## config.mk

```make
export PLATFORM = sky130hd
export DESIGN_NAME = mux_scan_reg_flat
export DESIGN_NICKNAME = d
export VERILOG_FILES = /design/src/rtl/mux_scan_reg_if.sv /design/src/rtl/mux_scan_reg.sv /design/src/flat_wrapper.sv
export SDC_FILE = /design/constraint.sdc
export NUM_CORES = 1
export LEC_CHECK = 0
export CORE_AREA = 5 5 42 44
export DETAILED_ROUTE_END_ITERATION = 7
export DIE_AREA = 0 0 47 49
export PLACE_DENSITY_LB_ADDON = 0.1
export SLEW_MARGIN = 20
export SYNTH_ARGS = -nofsm -noshare
export SYNTH_HDL_FRONTEND = slang
export SYNTH_SLANG_ARGS = --single-unit
export TNS_END_PERCENT = 100
```

## constraint.sdc

```tcl
create_clock -name clk -period 1.8 [get_ports clk]
set_input_delay 0.18 -clock clk [delete_from_list [all_inputs] [get_ports clk]]
set_output_delay 0.18 -clock clk [all_outputs]
set_load 0.03 [all_outputs]
```

## src/rtl/mux_scan_reg_if.sv

```systemverilog
`default_nettype none
// ============================================================================
// Module      : mux_scan_reg_if
// Description : Channel-input and registered-output bundle for mux_scan_reg.
//               The master side drives the sample lines and controls, and the
//               slave side (the mux) returns the selected data and status.
// Revision    : 1.0 - initial release
// ============================================================================
interface mux_scan_reg_if #(
  parameter int WIDTH    = 1,
  parameter int CHANNELS = 4,
  parameter int SEL_W    = 2
);
  logic [CHANNELS*WIDTH-1:0] din;
  logic                      en;
  logic                      mode;
  logic [SEL_W-1:0]          sel;
  logic [WIDTH-1:0]          dout;
  logic [SEL_W-1:0]          ch;
  logic                      valid;
  logic                      wrap;

  modport master (
    output din, en, mode, sel,
    input  dout, ch, valid, wrap
  );

  modport slave (
    input  din, en, mode, sel,
    output dout, ch, valid, wrap
  );
endinterface
`default_nettype wire

```

## src/rtl/mux_scan_reg.sv

```systemverilog
`default_nettype none
// ============================================================================
// Module      : mux_scan_reg
// Description : Registered N:1 multiplexer with manual select and an auto-scan
//               sequencer that dwells DWELL enabled cycles on each channel.
// Revision    : 1.0 - initial release
// ============================================================================
module mux_scan_reg #(
  parameter int WIDTH    = 1,
  parameter int CHANNELS = 4,
  parameter int SEL_W    = 2,
  parameter int DWELL    = 2
) (
  input  wire logic     clk,
  input  wire logic     rst,
  mux_scan_reg_if.slave bus
);
  localparam int DW_W = (DWELL > 1) ? $clog2(DWELL) : 1;
  localparam logic [DW_W-1:0]  D_LAST = DW_W'(DWELL - 1);
  localparam logic [SEL_W-1:0] P_LAST = SEL_W'(CHANNELS - 1);
  localparam logic [SEL_W:0]   N_CH   = (SEL_W+1)'(CHANNELS);

  logic [WIDTH-1:0] chan [CHANNELS];

  // Registered state
  logic [WIDTH-1:0] dout_q, dout_n;
  logic [SEL_W-1:0] ch_q, ch_n;
  logic             valid_q, valid_n;
  logic             wrap_q, wrap_n;
  logic [SEL_W-1:0] p_q, p_n;
  logic [DW_W-1:0]  d_q, d_n;
  logic             mode_q, mode_n;

  // Working values for the current cycle
  logic [SEL_W-1:0] p_eff;
  logic [DW_W-1:0]  d_eff;
  logic [WIDTH-1:0] scan_data;
  logic [WIDTH-1:0] man_data;

  genvar k;
  generate
    for (k = 0; k < CHANNELS; k++) begin : g_unpack
      assign chan[k] = bus.din[k*WIDTH +: WIDTH];
    end
  endgenerate

  // Next-state logic: enable gating, manual select and scan sequencing
  always_comb begin
    dout_n    = dout_q;
    ch_n      = ch_q;
    valid_n   = 1'b0;
    wrap_n    = 1'b0;
    p_n       = p_q;
    d_n       = d_q;
    mode_n    = mode_q;
    // Entering scan restarts the sequence at channel 0, dwell 0
    p_eff     = mode_q ? p_q : '0;
    d_eff     = mode_q ? d_q : '0;
    scan_data = '0;
    man_data  = '0;
    for (int i = 0; i < CHANNELS; i++) begin
      if (p_eff == SEL_W'(i)) scan_data = chan[i];
      if (bus.sel == SEL_W'(i)) man_data = chan[i];
    end

    if (bus.en) begin
      mode_n = bus.mode;
      if (bus.mode) begin
        dout_n  = scan_data;
        ch_n    = p_eff;
        valid_n = 1'b1;
        if (d_eff == D_LAST) begin
          d_n    = '0;
          // Explicit wrap keeps p legal when CHANNELS is not a power of two
          p_n    = (p_eff == P_LAST) ? '0 : p_eff + 1'b1;
          wrap_n = (p_eff == P_LAST);
        end else begin
          d_n = d_eff + 1'b1;
          p_n = p_eff;
        end
      end else begin
        p_n = '0;
        d_n = '0;
        if ({1'b0, bus.sel} < N_CH) begin
          dout_n  = man_data;
          ch_n    = bus.sel;
          valid_n = 1'b1;
        end else begin
          dout_n  = '0;
        end
      end
    end
  end

  // State register with synchronous reset
  always_ff @(posedge clk) begin
    if (rst) begin
      dout_q  <= '0;
      ch_q    <= '0;
      valid_q <= 1'b0;
      wrap_q  <= 1'b0;
      p_q     <= '0;
      d_q     <= '0;
      mode_q  <= 1'b0;
    end else begin
      dout_q  <= dout_n;
      ch_q    <= ch_n;
      valid_q <= valid_n;
      wrap_q  <= wrap_n;
      p_q     <= p_n;
      d_q     <= d_n;
      mode_q  <= mode_n;
    end
  end

  assign bus.dout  = dout_q;
  assign bus.ch    = ch_q;
  assign bus.valid = valid_q;
  assign bus.wrap  = wrap_q;
endmodule
`default_nettype wire

```

## src/flat_wrapper.sv

```systemverilog
// flat-port wrapper written by rule: the top's interface ports become plain ports
module mux_scan_reg_flat 
#(
  parameter int WIDTH    = 1,
  parameter int CHANNELS = 4,
  parameter int SEL_W    = 2,
  parameter int DWELL    = 2
)
  (clk, rst, bus_din, bus_en, bus_mode, bus_sel, bus_dout, bus_ch, bus_valid, bus_wrap);
  mux_scan_reg_if #(.WIDTH(WIDTH), .CHANNELS(CHANNELS), .SEL_W(SEL_W)) bus_i ();
  input  wire logic clk;
  input  wire logic rst;
  input wire logic [$bits(bus_i.din)-1:0] bus_din;
  input wire logic [$bits(bus_i.en)-1:0] bus_en;
  input wire logic [$bits(bus_i.mode)-1:0] bus_mode;
  input wire logic [$bits(bus_i.sel)-1:0] bus_sel;
  output wire logic [$bits(bus_i.dout)-1:0] bus_dout;
  output wire logic [$bits(bus_i.ch)-1:0] bus_ch;
  output wire logic [$bits(bus_i.valid)-1:0] bus_valid;
  output wire logic [$bits(bus_i.wrap)-1:0] bus_wrap;
  assign bus_i.din = bus_din;
  assign bus_i.en = bus_en;
  assign bus_i.mode = bus_mode;
  assign bus_i.sel = bus_sel;
  assign bus_dout = bus_i.dout;
  assign bus_ch = bus_i.ch;
  assign bus_valid = bus_i.valid;
  assign bus_wrap = bus_i.wrap;
  mux_scan_reg #(.WIDTH(WIDTH), .CHANNELS(CHANNELS), .SEL_W(SEL_W), .DWELL(DWELL)) u_core (.clk(clk), .rst(rst), .bus(bus_i));
endmodule
```

**Word level (Yosys, flattened, before mapping)**

Cells that the tools add are included.

- Bits in registers: 9
- Input port bits: 10
- Logic and storage cells: 39
- Output and inout port bits: 5

- $add $sub $neg: 2
- Bitwise gates (word level): 3
- Mux-type cells: 18
- Eq/ne operators: 6
- Reduce and logical (&&, ||, !) cells: 3

Operators with widths:

| kind | number |
|---|---|
| 1-bit 2-to-1 mux | 13 |
| 2-bit 2-to-1 mux | 5 |
| 2-bit == test, second input constant | 4 |
| 2-bit by 1-bit == test with 1-bit output, second input constant | 2 |
| 2-bit zero test | 2 |
| 4-bit OR reduction | 1 |
| 1-bit NOT | 3 |
| 2-bit by 1-bit adder with 2-bit output, second input constant | 1 |
| 1-bit adder, second input constant | 1 |

**Longest topological paths before layout**

Gate-level depths: netlist of run 1.

- Depth in word-level cells: 7
- Depth in mapped cells: 7
- Mapped depth without buffers: 7

**Least setup slack after synthesis of run 1**

Ideal clock, no wire load.

- Kind: register -> register
- Start point: register u_core.mode_q
- End point: register u_core.dout_q (netlist: u_core.bus.dout)
- Slack: 437 ps
- Required time: 1712 ps
- Buffers on the path: 0
- Arrival time: 1274 ps
- Period minus slack after synthesis: 1363 ps
- Cell stages (with the launch flop): 7
- Setup time: 88 ps
- Path through: dfxtp_1 nand2_2 ha_1 nor2b_1 o21ai_1 o311ai_1 a311oi_2

- Cells in the longest elaborated chain, start to end: 7
- Elaborated cells between the ends (all ways): 10
- Classes of those cells: eq/ne (3); mux (6); reduce/logical (1)

Ends and longest elaborated chain:

| what | RTL line | text |
|---|---|---|
| from (decl) | mux_scan_reg.sv:32 | `logic mode_q, mode_n;` |
| from (signal assigned) | mux_scan_reg.sv:112 | `mode_q <= mode_n;` |
| 2-bit 2-to-1 mux (*) | mux_scan_reg.sv:57 | `p_eff = mode_q ? p_q : '0;` |
| 2-bit zero test | mux_scan_reg.sv:62 | `if (p_eff == SEL_W'(i)) scan_data = chan[i];` |
| 1-bit 2-to-1 mux (3 in a row) | mux_scan_reg.sv:62 |  |
| 1-bit 2-to-1 mux (*) | mux_scan_reg.sv:62 |  |
| 1-bit 2-to-1 mux (*) | mux_scan_reg.sv:68 | `if (bus.mode) begin` |
| to (signal assigned) | mux_scan_reg.sv:106 | `dout_q <= dout_n;` |
| to (decl) | mux_scan_reg.sv:26 | `logic [WIDTH-1:0] dout_q, dout_n;` |

Mark *: on every way between the ends. The rest lies on a longest branch, timed or not.
A chain may end at the register's enable or synchronous reset.

**Worst setup path in the final report of run 1**

Same ends and word-level chain as after synthesis.

==> results of run 1 <==
## sequential cells by signal (all words and copies together) (netlist names)
signal            count
u_core.bus.ch         2
u_core.bus.dout       1
u_core.bus.valid      1
u_core.bus.wrap       1
u_core.d_q            1
u_core.mode_q         1
u_core.p_q            2
## per-layer routing
| metal | track usage, % | vias to the layer above |
|---|---|---|
| met1 | 12.5 | 191 |
| met3 | 6.64 | 0 |
| met2 | 13.8 | 7 |
| met5 | 0 | - |
| li1 | - | 230 |
| met4 | 2.76 | 0 |
## report_power, final
group          internal, mW  total, mW  switching (mW)
logic                0.0437     0.0837          0.0401
registers             0.208      0.214         0.00628
clock network        0.0852      0.152          0.0670
## final timing paths
kind,to,cells after the start,start
worst max-delay path,u_core.bus.dout,6,u_core.mode_q
worst min-delay path,u_core.bus.ch[1],2,u_core.bus.ch[1]
worst max register to register,u_core.bus.dout,6,u_core.mode_q
worst min register to register,u_core.bus.ch[1],2,u_core.bus.ch[1]
## placed cells by master (no fill, tap or decap), types with 2 or more instances in the layout
cell,count
o21ai_1,2
nor2_1,8
nand2_1,6
clkdlybuf4s50_1,14
inv_2,2
dfxtp_1,9
a21oi_1,2
nor2b_1,2
ha_1,4
mux2i_1,3
nand2_2,2
clkbuf_4,3
## logic make-up after synthesis
kind of cell             Yosys count  share of synthesized area [%]
AND/OR/NAND/NOR                   24                           24.9
AO/OA/AOI/OAI                     11                           15.9
flip-flops                         9                           35.2
buffers and inverters              6                           6.11
multiplexers                       4                           8.07
adder cells (fa/ha/maj)            4                           9.78
## through the flow
stage | hold slack, ns | utilization, %
after detailed placement | 0.481 | 47.1
after global placement | 0.480 | 47.1
after global routing | 0.505 | 48.9
after CTS | 0.489 | 48.9
final | 0.486 | 48.9
after floorplan | 0.362 | -
## final cells by class
class                      count  area share (%)
inverter                       3            1.64
tap                           16            2.92
multi-input combinational     43            43.8
timing repair buffer          15            21.5
clock buffer                   4            3.83
sequential                     9            26.3
## worst reg2reg max path, delay by kind of cell, from the launching register on
family | cells | cell delay, ns
AOI/OAI and AO/OA | 3 | 0.53
DFF | 1 | 0.44
and+or+nand+nor | 2 | 0.25
adders and majority gates | 1 | 0.22
==> impl_results.rst, run 1 <==
.. list-table::
   :header-rows: 1

   * - Metric
     - Value
   * - Top layer used by detailed routing
     - met3
   * - Prevailing post-synth register cell
     - dfxtp_1
   * - Vias
     - 428
   * - Gate count after technology mapping
     - 58
   * - Fin worst setup slack
     - 0.286 ns
   * - Critical path startpoint category
     - flop
   * - Most instantiated cells after synthesis
     - dfxtp_1 (9), nor2_1 (8), nand2_1 (6)
   * - Post-route cell area
     - 686 um^2
   * - Post-route fraction of the period consumed by the critical path
     - 84.1%
   * - Most used standard cell by instance count after synthesis
     - dfxtp_1
   * - Setup-violating endpoint count in the final report
     - 0
   * - Fraction of registers with async set or reset after synthesis
     - 0%
   * - Fraction of final layout cells with drive strength greater than 1
     - 17.6%
   * - Unrepaired setup endpoints after global routing
     - no
   * - Number of filler cells placed in the layout
     - 145
   * - Worst reg-to-reg setup slack
     - 0.29 ns
   * - CTS tree
     - yes
   * - Count of standard-cell rows
     - 14
   * - Number of enable-type register cells in the synthesized netlist
     - 0
   * - Combined area of the multi-input logic cells
     - 300 um^2
   * - Placeable core area
     - 0.00140 mm^2
   * - Sum of routed wire segments on met1
     - 468 um
   * - Worst setup EP type
     - flop
   * - Cell at the root of the clock tree
     - clkbuf_4
   * - Layout overhead on the synthesized area
     - 34.0%
   * - Final layout net count
     - 89
   * - Delay of the slowest critical-path stage
     - 0.44 ns
   * - Share of synthesized area occupied by flip-flops and latches
     - 35.2%
   * - Clock tree buffer depth
     - 2
   * - Routability-driven placement congestion ratio
     - 0.734
   * - Area of the die
     - 0.00230 mm^2
   * - Number of failing hold endpoints at the final stage
     - 0
   * - Iteration count of the initial detailed-routing pass
     - 2
   * - Number of max-cap violations
     - 0
   * - Number of nets with antenna violations after routing
     - 0
   * - Number of placed cells counting well taps
     - 86
   * - Number of sinks on the clock net
     - 9
   * - Worst hold path class
     - flop to flop
   * - Number of unique standard cell types used by synthesis
     - 28
   * - Post-layout total power
     - 0.450 mW
   * - Share of the synthesized area in the top cell type
     - 35.2%
   * - Critical path data required time
     - 1.97 ns
   * - Average detailed-routed wire length per instance
     - 11.2 um
   * - Syn_nets
     - 72
   * - Main area contributors after synthesis
     - dfxtp_1 (35%), ha_1 (9.8%), mux2i_1 (5.9%)
   * - Post-CTS setup buffer count
     - 0
   * - Met3 routed wirelength
     - 58 um
   * - Final slew viol count
     - 0
   * - Family with the most delay on the worst path
     - compound AO/OA/AOI/OAI gates
   * - Class of the most critical setup path
     - flop to flop
   * - # resized after CTS
     - 0
   * - Most area-hungry cell type in the Yosys netlist
     - dfxtp_1
   * - VDD IR-drop max
     - 0.000419 V
   * - Clock latency on the worst-skew pair
     - 0.25 ns
   * - Crit-path cells
     - nand2_2 > ha_1 > nor2b_1 > o21ai_1 > o311ai_1 > a311oi_2
   * - Quantity of I/O buffers inserted on ports
     - 14
   * - Largest net degree at the start of global routing
     - 10
   * - Fin crit period
     - 1.51 ns
   * - Pwr per Cell Area
     - 656 mW/mm^2
   * - Wire length of the first global-routing pass
     - 1.68 mm
   * - Setup TNS
     - 0 ns
   * - Clock-pin transition on the worst setup and hold timing paths
     - 0.06 ns
   * - Hold buffers post-CTS
     - 0
   * - Pre-CTS worst setup slack
     - 0.286 ns
   * - Placed instance area
     - 659 um^2
   * - Number of buffers inserted during clock tree synthesis
     - 3
   * - Post-Synthesis Mean Instance Area
     - 8.82 um^2
   * - Run status
     - finished clean
   * - Post-Layout Cell Count
     - 90
   * - Largest fanout on the critical path
     - 6
   * - Area of the mapped netlist
     - 512 um^2
   * - Total of warnings raised by yosys
     - 0
   * - Global routing usage summed across all routing layers
     - 10.0%
   * - Starting density of the core
     - 36.5%
   * - Master of the slowest instance on the critical path
     - dfxtp_1
   * - Vias per inst
     - 4.76
   * - Leakage
     - 0.283 nW
   * - Wire length on met2
     - 479 um
   * - Worst rel slew slack
     - 77.1%
   * - Buf+Inv Stages, Crit Path
     - 0
   * - Routed wire length
     - 1.01 mm
   * - Initial antenna violation count
     - 0
   * - Transition time at the pin with the least slew margin
     - 0.338 ns
   * - Detailed-route DRC error count
     - 0
   * - Worst Skew
     - 0.000605 ns
   * - Upper clock frequency limit
     - 661 MHz
   * - Chip Width
     - 47 um
   * - Sequential cell area
     - 180 um^2
   * - I/O pin count
     - 15
   * - Data arrival at the endpoint of the critical path
     - 1.68 ns
   * - DR iter-0 viols
     - 2
   * - Count of inserted antenna diode cells
     - 0
   * - #FFs+latches synth
     - 9
   * - Die height
     - 49 um
   * - Number of H-tree levels
     - 1
   * - Via count of the first global-routing pass
     - 391
   * - Final global-route overflow total
     - 0
Note: power is estimated with default switching activity, not from simulation.
==> run 2: changes to the inputs <==
==> constraint.sdc (replaced) <==
create_clock -name clk -period 1.4 [get_ports clk]
set_input_delay 0.14 -clock clk [delete_from_list [all_inputs] [get_ports clk]]
set_output_delay 0.14 -clock clk [all_outputs]
set_load 0.03 [all_outputs]
==> run 2 against run 1 <==
Clock skew grew 0.0034 ns. Maximum frequency increased by 11%. Register-to-register slack worse by 0.25 ns. Non-clock buffer count increased by 7. Worst hold slack worse by 0.0018 ns. First-iteration DRC count is 50% lower. Largest power group unchanged. Highest routed layer unchanged.
==> impl_results.rst, run 2 (same netlist as run 1, synthesis figures left out) <==
.. list-table::
   :header-rows: 1

   * - Metric
     - Value
   * - Master of the slowest instance on the critical path
     - dfxtp_2 (was dfxtp_1)
   * - Wire length of the first global-routing pass
     - 1.73 mm (was 1.68 mm)
   * - Area of the die
     - 0.00230 mm^2 (unchanged)
   * - Initial antenna violation count
     - 0 (unchanged)
   * - Number of failing hold endpoints at the final stage
     - 0 (unchanged)
   * - Family with the most delay on the worst path
     - compound AO/OA/AOI/OAI gates (unchanged)
   * - Portion of total power attributed to the clock network
     - 34.6% (was 33.8%)
   * - Final layout net count
     - 96 (was 89)
   * - Data arrival at the endpoint of the critical path
     - 1.54 ns (was 1.68 ns)
   * - Post-route fraction of the period consumed by the critical path
     - 97.3% (was 84.1%)
   * - CTS tree
     - yes (unchanged)
   * - Vias
     - 463 (was 428)
   * - Startpoint of the lowest-slack register-to-register path
     - u_core.mode_q (unchanged)
   * - Flop pwr share
     - 46.1% (was 47.6%)
   * - Placeable core area
     - 0.00140 mm^2 (unchanged)
   * - Final slew viol count
     - 0 (unchanged)
   * - Unrepaired setup endpoints after global routing
     - yes (was no)
   * - Buf+Inv Stages, Crit Path
     - 1 (was 0)
   * - DR iter-0 viols
     - 1 (was 2)
   * - Cell Int Power
     - 0.436 mW (was 0.337 mW)
   * - Post-layout total power
     - 0.593 mW (was 0.450 mW)
   * - Timing endpoint of the critical path
     - u_core.bus.dout (unchanged)
   * - Hold buffers post-CTS
     - 0 (unchanged)
   * - Crit-path cells
     - nand2_2 > inv_2 > ha_2 > nor2b_1 > o21ai_1 > o311ai_2 > a311oi_2 (was nand2_2 > ha_1 > nor2b_1 > o21ai_1 > o311ai_1 > a311oi_2)
   * - Final global-route overflow total
     - 0 (unchanged)
   * - Clock-pin transition on the worst setup and hold timing paths
     - 0.07 ns (was 0.06 ns)
   * - Vias per inst
     - 4.77 (was 4.76)
   * - Setup-violating endpoint count in the final report
     - 0 (unchanged)
   * - Via count of the first global-routing pass
     - 418 (was 391)
   * - End of the worst register-to-register path
     - u_core.bus.dout (unchanged)
   * - Layout overhead on the synthesized area
     - 50.6% (was 34.0%)
   * - Critical path data required time
     - 1.58 ns (was 1.97 ns)
   * - Worst reg-to-reg setup slack
     - 0.04 ns (was 0.29 ns)
   * - Leading cell type in the layout, fill and taps excluded
     - clkdlybuf4s50_1 (unchanged)
   * - I/O pin count
     - 15 (unchanged)
   * - Worst hold path class
     - flop to flop (unchanged)
   * - Starting density of the core
     - 36.5% (unchanged)
   * - Die height
     - 49 um (unchanged)
   * - Leakage
     - 0.371 nW (was 0.283 nW)
   * - Number of H-tree levels
     - 1 (unchanged)
   * - Worst Skew
     - 0.00398 ns (was 0.000605 ns)
   * - Worst rel slew slack
     - 75.7% (was 77.1%)
   * - Commonest cells after routing, fill and taps aside
     - clkdlybuf4s50_1 (9), nor2_1 (8), buf_4 (8), dfxtp_1 (7), nand2_1 (6) (was clkdlybuf4s50_1 (14), dfxtp_1 (9), nor2_1 (8), nand2_1 (6), ha_1 (4))
   * - Number of nets with antenna violations after routing
     - 0 (unchanged)
   * - Largest fanout on the critical path
     - 3 (was 6)
   * - Switching power share of the total
     - 26.4% (was 25.2%)
   * - Fraction of final layout cells with drive strength greater than 1
     - 32.1% (was 17.6%)
   * - Run status
     - finished clean (unchanged)
   * - Class of the most critical setup path
     - flop to flop (unchanged)
   * - Count of standard-cell rows
     - 14 (unchanged)
   * - R2R cell count
     - 7 (was 6)
   * - Transition time at the pin with the least slew margin
     - 0.363 ns (was 0.338 ns)
   * - CP Depth
     - 7 (was 6)
   * - Chip Width
     - 47 um (unchanged)
   * - WHS
     - 0.484 ns (was 0.486 ns)
   * - Global routing usage summed across all routing layers
     - 10.1% (was 10.0%)
   * - Quantity of I/O buffers inserted on ports
     - 14 (unchanged)
   * - Average detailed-routed wire length per instance
     - 11.6 um (was 11.2 um)
   * - VDD IR-drop max
     - 0.000457 V (was 0.000419 V)
   * - Detailed-route DRC error count
     - 0 (unchanged)
   * - Routability-driven placement congestion ratio
     - 0.721 (was 0.734)
   * - Fraction of the core area covered by cells at the end of the flow
     - 55.0% (was 48.9%)
   * - Dpl hpwl
     - 833 um
   * - Routed wire length
     - 1.12 mm (was 1.01 mm)
   * - Pwr per Cell Area
     - 769 mW/mm^2 (was 656 mW/mm^2)
   * - Cell at the root of the clock tree
     - clkbuf_4 (unchanged)
   * - Number of max-cap violations
     - 0 (unchanged)
   * - Fin crit period
     - 1.36 ns (was 1.51 ns)
   * - Delay of the slowest critical-path stage
     - 0.34 ns (was 0.44 ns)
   * - Number of buffers inserted during clock tree synthesis
     - 3 (unchanged)
   * - Total net switching power
     - 0.156 mW (was 0.113 mW)
   * - Largest net degree at the start of global routing
     - 10 (unchanged)
   * - Iteration count of the initial detailed-routing pass
     - 2 (unchanged)
   * - Number of placed cells counting well taps
     - 89 (was 86)
   * - Clock tree buffer depth
     - 2 (unchanged)
   * - Post-Layout Cell Count
     - 97 (was 90)
   * - Upper clock frequency limit
     - 734 MHz (was 661 MHz)
   * - Count of inserted antenna diode cells
     - 0 (unchanged)
   * - Start point of the critical path
     - u_core.mode_q (unchanged)
   * - Number of sinks on the clock net
     - 9 (unchanged)
   * - Clock latency on the worst-skew pair
     - 0.26 ns (was 0.25 ns)
   * - Critical path startpoint category
     - flop (unchanged)
   * - Relative contribution of combinational cells to total power
     - 19.4% (was 18.6%)
   * - Worst setup EP type
     - flop (unchanged)
[run 2: cell types whose count changed in the layout (fill, tap and decap cells not counted)]
cell and delta:
buf_4 +7, clkdlybuf4s50_1 -5, dlymetal6s2s_1 +3, ha_1 -3
dfxtp_1 -2, dfxtp_2 +2, dlygate4sd2_1 +2, ha_2 +2
ha_4 +1, o21ai_0 -1, o21ai_1 +1, o311ai_1 -1
o311ai_2 +1
[run 2: worst min path at each step]
stage,from,endpoint,slack [ns],cells after the start
global route,u_core.bus.ch[1],u_core.bus.ch[1],0.50,2
finish,u_core.bus.ch[1],u_core.bus.ch[1],0.48,2
floorplan,bus_en,u_core.d_q,0.32,2
detailed placement,u_core.bus.ch[1],u_core.bus.ch[1],0.48,2
CTS,u_core.bus.ch[1],u_core.bus.ch[1],0.49,2
global placement,u_core.bus.ch[1],u_core.bus.ch[1],0.48,2
[run 2: routing by layer]
| layer | track usage (%) | vias up | wire, um |
|---|---|---|---|
| met1 | 12.6 | 213 | 482 |
| met5 | 0 | - | 0 |
| met3 | 3.32 | 0 | 53 |
| li1 | - | 245 | - |
| met2 | 15.4 | 5 | 587 |
| met4 | 4.15 | 0 | 0 |
[run 2: stage by stage]
stage               TNS, ns  setup WS [ns]  area, um^2
floorplan                 0         0.0374         512
global placement          0         0.0171         682
detailed placement  -0.0221        -0.0221         682
CTS                       0       0.000464         707
global route        -0.0399        -0.0399         771
finish                    0         0.0384         771
[run 2: layout make-up]
cell class              count  area (um^2)
repair buffers             22          205
flip-flops and latches      9          183
clock buffers               4         26.3
well taps                  16         20.0
multi-input cells          43          325
inverters                   3         11.3
fillers                   145          631
[run 2: repair_timing]
action | CTS | global route
setup endpoints to repair | 3 | 4
setup buffers | 0 | 4
resized for setup | 3 | 10
pin swaps | 0 | 5
cloned | 0 | 0
[run 2: power by group through the flow]
stage                     Clock (mW)  Combinational [mW]  Sequential [mW]
after global routing           0.238               0.122            0.275
after CTS                      0.215               0.115            0.273
final                          0.205               0.115            0.273
after detailed placement           0               0.117            0.279
after floorplan                    0              0.0463            0.294
after global placement             0               0.117            0.279
[run 2: worst reg2reg max path, stage by stage (launching register included)]
cell	delay, ns
dfxtp_2	0.34
nand2_2	0.09
inv_2	0.04
ha_2	0.17
nor2b_1	0.13
o21ai_1	0.18
o311ai_2	0.14
a311oi_2	0.20
